===== src/rtl/mux_seq_pkg.sv =====
// Shared types and constants for the mux stimulus/capture sequencer.
package mux_seq_pkg;

  typedef enum logic [1:0] {
    IDLE   = 2'd0,
    SETTLE = 2'd1,
    EMIT   = 2'd2,
    DONE   = 2'd3
  } state_t;

  localparam int PATTERN_W   = 11;
  localparam int PATTERN_MAX = 2047;

  // Bit positions inside rec_data = {idx, pattern, out}
  localparam int REC_OUT_LSB = 0;
  localparam int REC_PAT_LSB = 1;
  localparam int REC_IDX_LSB = 12;

endpackage


===== src/rtl/mux_seq_rec_if.sv =====
// Record handshake toward the dataset logger: {idx, pattern, out} over valid/ready.
interface mux_seq_rec_if #(
  parameter int IDX_W = 17
);
  logic               rec_valid;
  logic               rec_ready;
  logic [IDX_W+11:0]  rec_data;

  modport master (output rec_valid, output rec_data, input rec_ready);
  modport slave  (input rec_valid, input rec_data, output rec_ready);
endinterface


===== src/rtl/mux_pattern_counter.sv =====
// 11-bit stimulus pattern register; clear has priority over increment.
module mux_pattern_counter
  import mux_seq_pkg::*;
(
  input  logic                 clock,
  input  logic                 reset_n,
  input  logic                 clr,
  input  logic                 inc,
  output logic [PATTERN_W-1:0] count
);

  always_ff @(posedge clock or negedge reset_n) begin
    if (!reset_n) begin
      count <= '0;
    end else if (clr) begin
      count <= '0;
    end else if (inc) begin
      count <= (count == PATTERN_W'(PATTERN_MAX)) ? '0 : count + 1'b1;
    end
  end

endmodule


===== src/rtl/mux_sample_sequencer.sv =====
// Sweeps the 8:1 mux input space, waits for settling, captures one record per pattern.
//   state  | meaning
//   IDLE   | after reset, waiting for start
//   SETTLE | pattern driven, counting down settle cycles
//   EMIT   | record held on rec_* until rec_ready
//   DONE   | final record accepted, done held until next start
module mux_sample_sequencer
  import mux_seq_pkg::*;
#(
  parameter int SAMPLE_COUNT  = 100000,
  parameter int IDX_W         = 17,
  parameter int SETTLE_CYCLES = 1
) (
  input  logic                 clock,
  input  logic                 reset_n,
  input  logic                 start,
  output logic [7:0]           d,
  output logic [2:0]           s,
  input  logic                 mux_out,
  mux_seq_rec_if.master        rec,
  output logic                 busy,
  output logic                 done
);

  localparam int SET_W = (SETTLE_CYCLES > 1) ? $clog2(SETTLE_CYCLES) : 1;
  localparam logic [SET_W-1:0] SETTLE_LOAD = SET_W'(SETTLE_CYCLES - 1);
  localparam int REC_W = REC_IDX_LSB + IDX_W;

  state_t                 state;
  logic [IDX_W-1:0]       idx;
  logic [SET_W-1:0]       settle_cnt;
  logic [PATTERN_W-1:0]   pattern;
  logic [REC_W-1:0]       rec_next;
  logic                   start_ok;
  logic                   accept;
  logic                   last;

  assign start_ok = ((state == IDLE) || (state == DONE)) && start;
  assign accept   = (state == EMIT) && rec.rec_ready;
  assign last     = (idx == IDX_W'(SAMPLE_COUNT - 1));

  mux_pattern_counter u_pattern (
    .clock   (clock),
    .reset_n (reset_n),
    .clr     (start_ok),
    .inc     (accept && !last),
    .count   (pattern)
  );

  // Pattern bit 10 is D0, so the data bus is the top byte reversed; selects likewise.
  always_comb begin
    d = '0;
    for (int i = 0; i < 8; i++) begin
      d[i] = pattern[PATTERN_W-1-i];
    end
    s = {pattern[0], pattern[1], pattern[2]};
  end

  always_comb begin
    rec_next                             = '0;
    rec_next[REC_OUT_LSB]                = mux_out;
    rec_next[REC_PAT_LSB +: PATTERN_W]   = pattern;
    rec_next[REC_IDX_LSB +: IDX_W]       = idx;
  end

  always_ff @(posedge clock or negedge reset_n) begin
    if (!reset_n) begin
      state         <= IDLE;
      idx           <= '0;
      settle_cnt    <= '0;
      rec.rec_valid <= 1'b0;
      rec.rec_data  <= '0;
      busy          <= 1'b0;
      done          <= 1'b0;
    end else begin
      case (state)
        IDLE, DONE: begin
          if (start) begin
            idx        <= '0;
            done       <= 1'b0;
            busy       <= 1'b1;
            settle_cnt <= SETTLE_LOAD;
            state      <= SETTLE;
          end
        end
        SETTLE: begin
          if (settle_cnt == '0) begin
            rec.rec_data  <= rec_next;
            rec.rec_valid <= 1'b1;
            state         <= EMIT;
          end else begin
            settle_cnt <= settle_cnt - 1'b1;
          end
        end
        EMIT: begin
          if (rec.rec_ready) begin
            rec.rec_valid <= 1'b0;
            if (last) begin
              done  <= 1'b1;
              busy  <= 1'b0;
              state <= DONE;
            end else begin
              idx        <= idx + 1'b1;
              settle_cnt <= SETTLE_LOAD;
              state      <= SETTLE;
            end
          end
        end
        default: state <= IDLE;
      endcase
    end
  end

endmodule


===== src/flat_wrapper.sv =====
// flat-port wrapper written by rule: the top's interface ports become plain ports
module mux_sample_sequencer_flat import mux_seq_pkg::*;
#(
  parameter int SAMPLE_COUNT  = 100000,
  parameter int IDX_W         = 17,
  parameter int SETTLE_CYCLES = 1
)
  (clock, reset_n, start, d, s, mux_out, busy, done, rec_rec_valid, rec_rec_data, rec_rec_ready);
  mux_seq_rec_if #(.IDX_W(IDX_W)) rec_i ();
  input  logic clock;
  input  logic reset_n;
  input  logic start;
  output logic [7:0] d;
  output logic [2:0] s;
  input  logic mux_out;
  output logic busy;
  output logic done;
  output wire logic [$bits(rec_i.rec_valid)-1:0] rec_rec_valid;
  output wire logic [$bits(rec_i.rec_data)-1:0] rec_rec_data;
  input wire logic [$bits(rec_i.rec_ready)-1:0] rec_rec_ready;
  assign rec_rec_valid = rec_i.rec_valid;
  assign rec_rec_data = rec_i.rec_data;
  assign rec_i.rec_ready = rec_rec_ready;
  mux_sample_sequencer #(.SAMPLE_COUNT(SAMPLE_COUNT), .IDX_W(IDX_W), .SETTLE_CYCLES(SETTLE_CYCLES)) u_core (.clock(clock), .reset_n(reset_n), .start(start), .d(d), .s(s), .mux_out(mux_out), .rec(rec_i), .busy(busy), .done(done));
endmodule

===== config.mk =====
export PLATFORM = sky130hd
export DESIGN_NAME = mux_sample_sequencer_flat
export DESIGN_NICKNAME = d
export VERILOG_FILES = /design/src/rtl/mux_seq_pkg.sv /design/src/rtl/mux_seq_rec_if.sv /design/src/rtl/mux_pattern_counter.sv /design/src/rtl/mux_sample_sequencer.sv /design/src/flat_wrapper.sv
export SDC_FILE = /design/constraint.sdc
export NUM_CORES = 1
export LEC_CHECK = 0
export BUFFER_PORTS_ARGS = -buffer_cell sky130_fd_sc_hd__clkbuf_2
export CORE_MARGIN = 3
export CORE_UTILIZATION = 44
export CTS_BUF_LIST = sky130_fd_sc_hd__clkbuf_8
export CTS_CLUSTER_SIZE = 14
export DETAILED_ROUTE_END_ITERATION = 10
export SYNTH_ARGS = -nofsm -noshare
export SYNTH_HDL_FRONTEND = slang
export SYNTH_HIERARCHICAL = 1
export SYNTH_SLANG_ARGS = --single-unit

===== constraint.sdc =====
create_clock -name clock -period 3.6 [get_ports clock]
set_clock_uncertainty 0.15 [all_clocks]
set_input_delay 0 -clock clock [delete_from_list [all_inputs] [get_ports clock]]
set_output_delay 0 -clock clock [all_outputs]
set_load 0.005 [all_outputs]

# Word level (Yosys, flattened, before mapping)
# Cells that the tools add are included.
[totals] regBits=63 in_bits=5 out_inout_bits=43 elab_cells=65
[op_classes] add_sub_neg=3 n_eq_ne=10 mux=27 n_bitwise=1 reduce_logical=16
[ops] cell="$mux 17" count=3
[ops] cell="$pmux 17 s2" count=1
[ops] cell="$mux 11" count=3
[ops] cell="$add 17x1->17 const B" count=1
[ops] cell="$eq 17x17->1 const B" count=1
[ops] cell="$add 11x1->11 const B" count=1
[ops] cell="$eq 11x11->1 const B" count=1
[ops] cell="$mux 1" count=11
[ops] cell="$reduce_and 3->1" count=3
[ops] cell="$mux 2" count=4
[ops] cell="$ne 2x2->1 const B" count=4
[ops] cell="$reduce_and 4->1" count=2
[ops] cell="$pmux 1 s2" count=3
[ops] cell="$pmux 2 s3" count=1
[ops] cell="$reduce_bool 2->1" count=3
[ops] cell="$eq 2x2->1 const B" count=2
[ops] cell="$logic_and 1x1->1" count=3
[ops] cell="$pmux 1 s3" count=1
[ops] cell="$eq 2x1->1 const B" count=1
[ops] cell="$logic_not 2->1" count=1
[ops] cell="$ne 2x1->1 const B" count=1
[ops] cell="$reduce_and 2->1" count=1
[ops] cell="$reduce_or 2->1" count=1
[ops] cell="$logic_not 1->1" count=1
[ops] cell="other kinds (3)" count=3

# Logic depth before layout (Yosys ltp)
[logic_depth] depth_word=5 depth_mapped=9 ltp_nobuf=8

# Modules after synthesis
# Netlist, hierarchy kept.
[modules_own_cells] mod="mux_sample_sequencer" instances=1 cells_each=204 area_per_inst_um2=2343.5 seq_area_each_um2=1276.2
[modules_own_cells] mod="mux_pattern_counter" instances=1 cells_each=57 area_per_inst_um2=569.3 seq_area_each_um2=275.3

# Worst setup path before layout
# Ideal clock, no wire load.
[synth_path] path_type="reg-to-reg" startpoint="register u_core.idx[11]" endpoint="register u_core.u_pattern.count[4]" setup_ps=128 t_arrival_ps=2248 t_required_ps=3322 setup_slack_ps=1074 stages_incl_launch_ff=8 n_path_buf=0 period_less_slack_ps=2526 cell_sequence="dfrtp_1 > or4b_4 > nor4_4 > nor2_1 > nor2_1 > nand3b_1 > xor2_1 > nor2_1"
[synth_between] elab_chain_len=4
[synth_lines] element="start, declared" line="mux_sample_sequencer.sv:30" rtl="logic [IDX_W-1:0] idx;"
[synth_lines] element="start signal, assigned" line="mux_sample_sequencer.sv:103" rtl="idx <= idx + 1'b1;"
[synth_lines] element="$eq 17x17->1" line="mux_sample_sequencer.sv:40" rtl="assign last = (idx == IDX_W'(SAMPLE_COUNT - 1));"
[synth_lines] element="$logic_not 1->1" line="mux_sample_sequencer.sv:46" rtl=".inc (accept && !last),"
[synth_lines] element="$logic_and 1x1->1" line="mux_sample_sequencer.sv:46"
[synth_lines] element="$reduce_bool 2->1 (no source line)"
[synth_lines] element="end signal, assigned" line="mux_pattern_counter.sv:18" rtl="count <= (count == PATTERN_W'(PATTERN_MAX)) ? '0 : count + 1'b1;"
[synth_lines] element="end, declared" line="mux_pattern_counter.sv:9" rtl="output logic [PATTERN_W-1:0] count"
# Every way passes these cells.
# A chain may end at the register's enable or synchronous reset.

# Worst setup path after layout
[layout_path] startpoint="register u_core.idx[13]" endpoint="register u_core.u_pattern.count[4]"
# The elaborated chain is that of the path after synthesis.

==> flow_summary.json <==
{
  "grt_usage": 0.171,
  "clockRootBuffer": "clkbuf_8",
  "clkLatencyLatePin_ns": 0.34,
  "cp.required_ns": 3.67,
  "rows": 29,
  "syn_to_final_growth_pct": 18.1,
  "reg2reg_slack_ns": 0.91,
  "drt-vias-per-instance": 5.39,
  "synth.distinct_cells": 46,
  "synth_xor_area_frac": 0.0271,
  "synth_ff_type": "dfrtp_1",
  "synth.area.mux_share": 0.123,
  "slowest_stage": "or4_1",
  "cts_setup_buffers": 0,
  "synth_top_cell_area_share": 0.533,
  "p_leak_nw": 1.68,
  "fin_nets": 329,
  "finalNonFillerCells": 401,
  "grt_pass1_wl_mm": 10.0,
  "grt_pass1_vias": 2071,
  "ys_seq_area_frac": 0.533,
  "nFillCells": 578,
  "grt_start_max_net_pins": 38,
  "drt_first_pass_iters": 4,
  "ys_ff_latch": 62,
  "final_cell_mix": "dfrtp_1 (62), clkbuf_2 (47), mux2_2 (30), nand2_1 (19)",
  "finalCriticalPeriod_ns": 2.69,
  "hold_path.class": "primary input to async pin",
  "synth_top_cell_by_area": "dfrtp_1",
  "synth-adder-area-share": 0.0215,
  "final_util": 0.539,
  "synthCells": 261,
  "cts_max_level": 3,
  "worstSetupStartpointType": "flop",
  "clkTransAtPathRegs_ns": 0.07,
  "clock_path_buffers": 2,
  "post_drt_wl_per_cell_um": 14.8,
  "maxSlewHeadroom": 0.395,
  "critical_path_arrival_ns": 2.76,
  "cts_sinks": 62,
  "crit_cells": 8,
  "ir_worst_vdd_uv": 390,
  "syn-cell-area_sq_um": 2910,
  "io_pins": 48,
  "final-setup-viol-count": 0,
  "layout-drive-gt1-share": 0.327,
  "ant_nets": 0,
  "place.gp.congestion": 0.784,
  "cp-end-kind": "flop",
  "r2r_end": "u_core/u_pattern/count[4]$_DFFE_PN0P_",
  "cts_inserted_buffers": 9,
  "hpwl_mm": 4.06,
  "synth_edf_count": 0,
  "vias": 2160,
  "p_per_area_nw_per_um2": 538,
  "worst-path-max-fanout": 10,
  "synth_compound_area_frac": 0.0881,
  "r2r_cells": 8,
  "place_area_sq_um": 3230,
  "pre_cts_ws_ns": 0.964,
  "drc_errors": 0,
  "wl_mm": 5.93,
  "synthArstFlopShare": 1.00,
  "antenna_found_initial": 0,
  "cts_tree": "done",
  "fin_area_sq_um": 3440,
  "port_buffers": 47,
  "cap_violations": 0,
  "mostFrequentLayoutCell": "dfrtp_1",
  "slowest_delay_ns": 0.59,
  "synth_area_leaders": "dfrtp_1 (53%), mux2_2 (12%), nand3_1 (3.1%)",
  "path_class": "flop to flop",
  "fin_ws_ns": 0.914,
  "cp-endpoint": "u_core/u_pattern/count[4]$_DFFE_PN0P_",
  "yosys_warnings": 6,
  "path_cells": "or4_1 > nor4_4 > buf_4 > nor2_1 > nor2_1 > nand3b_1 > xor2_1 > nor2_1",
  "finalSetupTns_ns": 0,
  "synth_top_family_by_area": "simple AND/OR/NAND/NOR gates",
  "drv_slew": 0,
  "fmax_ghz": 0.372,
  "synthSimpleGateAreaFrac": 0.178,
  "fp.dieH_um": 87.4,
  "status": "finished clean",
  "fp.dieW_um": 87.4,
  "cp_top_family": "simple AND/OR/NAND/NOR gates",
  "tightest_slew_ns": 0.907,
  "syn_area_per_cell_sq_um": 11.2,
  "crit_top_cell": "nor2_1",
  "core_area_sq_um": 6390,
  "synth_nets": 271,
  "hold_violations": 0,
  "crit_buf_inv": 1,
  "worstSetupStartpoint": "u_core/idx[13]$_DFFE_PN0P_",
  "overflow": 0,
  "initial_core_util": 0.456,
  "n_antenna_cell": 0,
  "rsz0062_at_grt": "no",
  "r2r-start": "u_core/idx[13]$_DFFE_PN0P_",
  "dieArea_sq_um": 7630,
  "first_iter_violations": 87,
  "dp.cells": 381,
  "period_share": 0.746
}
==> Yosys cell counts (2+ instances only) <==
library cell,n
o21ai_1,4
mux2i_1,2
or3_1,6
mux2_2,30
nand3_1,18
o21ai_0,10
a22o_1,4
inv_1,12
a21oi_1,11
nor2_1,18
and3_1,3
nor4_2,2
nand2_1,19
xnor2_1,3
nor3_1,5
or4_1,2
or2_2,2
ha_1,5
buf_1,3
o41ai_1,2
nand4_1,6
clkbuf_1,2
dfrtp_1,62
xor2_1,6
nand2b_1,2
and2_1,2
==> sequential cells by signal, indices dropped and copies added (netlist names) <==
register,cells
u_core/rec.rec_data,29
u_core/idx,17
u_core/u_pattern/count,11
u_core/state,2
u_core/busy,1
u_core/done,1
u_core/rec.rec_valid,1
==> worst min-delay path by stage <==
stage	slack (ns)	from	end	depth (start not counted)
floorplan	-0.45	reset_n	u_core/busy$_DFFE_PN0P_	0
global placement	0.04	reset_n	u_core/state[0]$_DFFE_PN0P_	1
detailed placement	0.03	reset_n	u_core/state[0]$_DFFE_PN0P_	1
CTS	0.21	reset_n	u_core/rec.rec_data[2]$_DFFE_PN0P_	2
global route	0.24	reset_n	u_core/rec.rec_data[2]$_DFFE_PN0P_	2
finish	0.17	reset_n	u_core/state[1]$_DFFE_PN0P_	2
==> per-stage QoR <==
step,hold slack (ns),total power [mW]
after floorplan,-0.446,1.21
after global placement,0.0362,1.33
after detailed placement,0.0320,1.34
after CTS,0.206,1.88
after global routing,0.239,1.97
final,0.175,1.85
==> kinds of logic after synthesis <==
kind of cell               after synthesis
and+or+nand+nor                         94
AOI/OAI and AO/OA                       40
DFF                                     62
muxes                                   32
buffers and inverters                   19
adders and majority gates                5
xor gates and xnor gates                 9
==> layout make-up <==
| cell class | instances | area (sq um) | area share |
|---|---|---|---|
| sequential | 62 | 1550 | 0.451 |
| multi-input combinational | 180 | 1270 | 0.371 |
| timing repair buffer | 54 | 298 | 0.0865 |
| clock buffer | 10 | 138 | 0.0400 |
| tap | 77 | 96.3 | 0.0280 |
| inverter | 12 | 45.0 | 0.0131 |
| clock inverter | 6 | 37.5 | 0.0109 |
==> layer usage <==
metal	track usage	up-vias	wire [um]
met4	0.0990	0	144
li1	-	1057	-
met3	0.0369	11	265
met1	0.219	1042	2820
met5	0	-	0
met2	0.266	50	2700
==> timing repair <==
item / CTS / global route
hold buffers: 4 / 0
endpoints found under the hold margin: 46 / 0
gates resized for setup: 0 / 0
==> power breakdown <==
group / internal (mW) / total, mW / switching (mW)
combinational: 0.213 / 0.542 / 0.329
clock: 0.264 / 0.537 / 0.273
sequential: 0.741 / 0.773 / 0.0328
total: 1.22 / 1.85 / 0.635
Note: power is estimated with default switching activity, not from simulation.
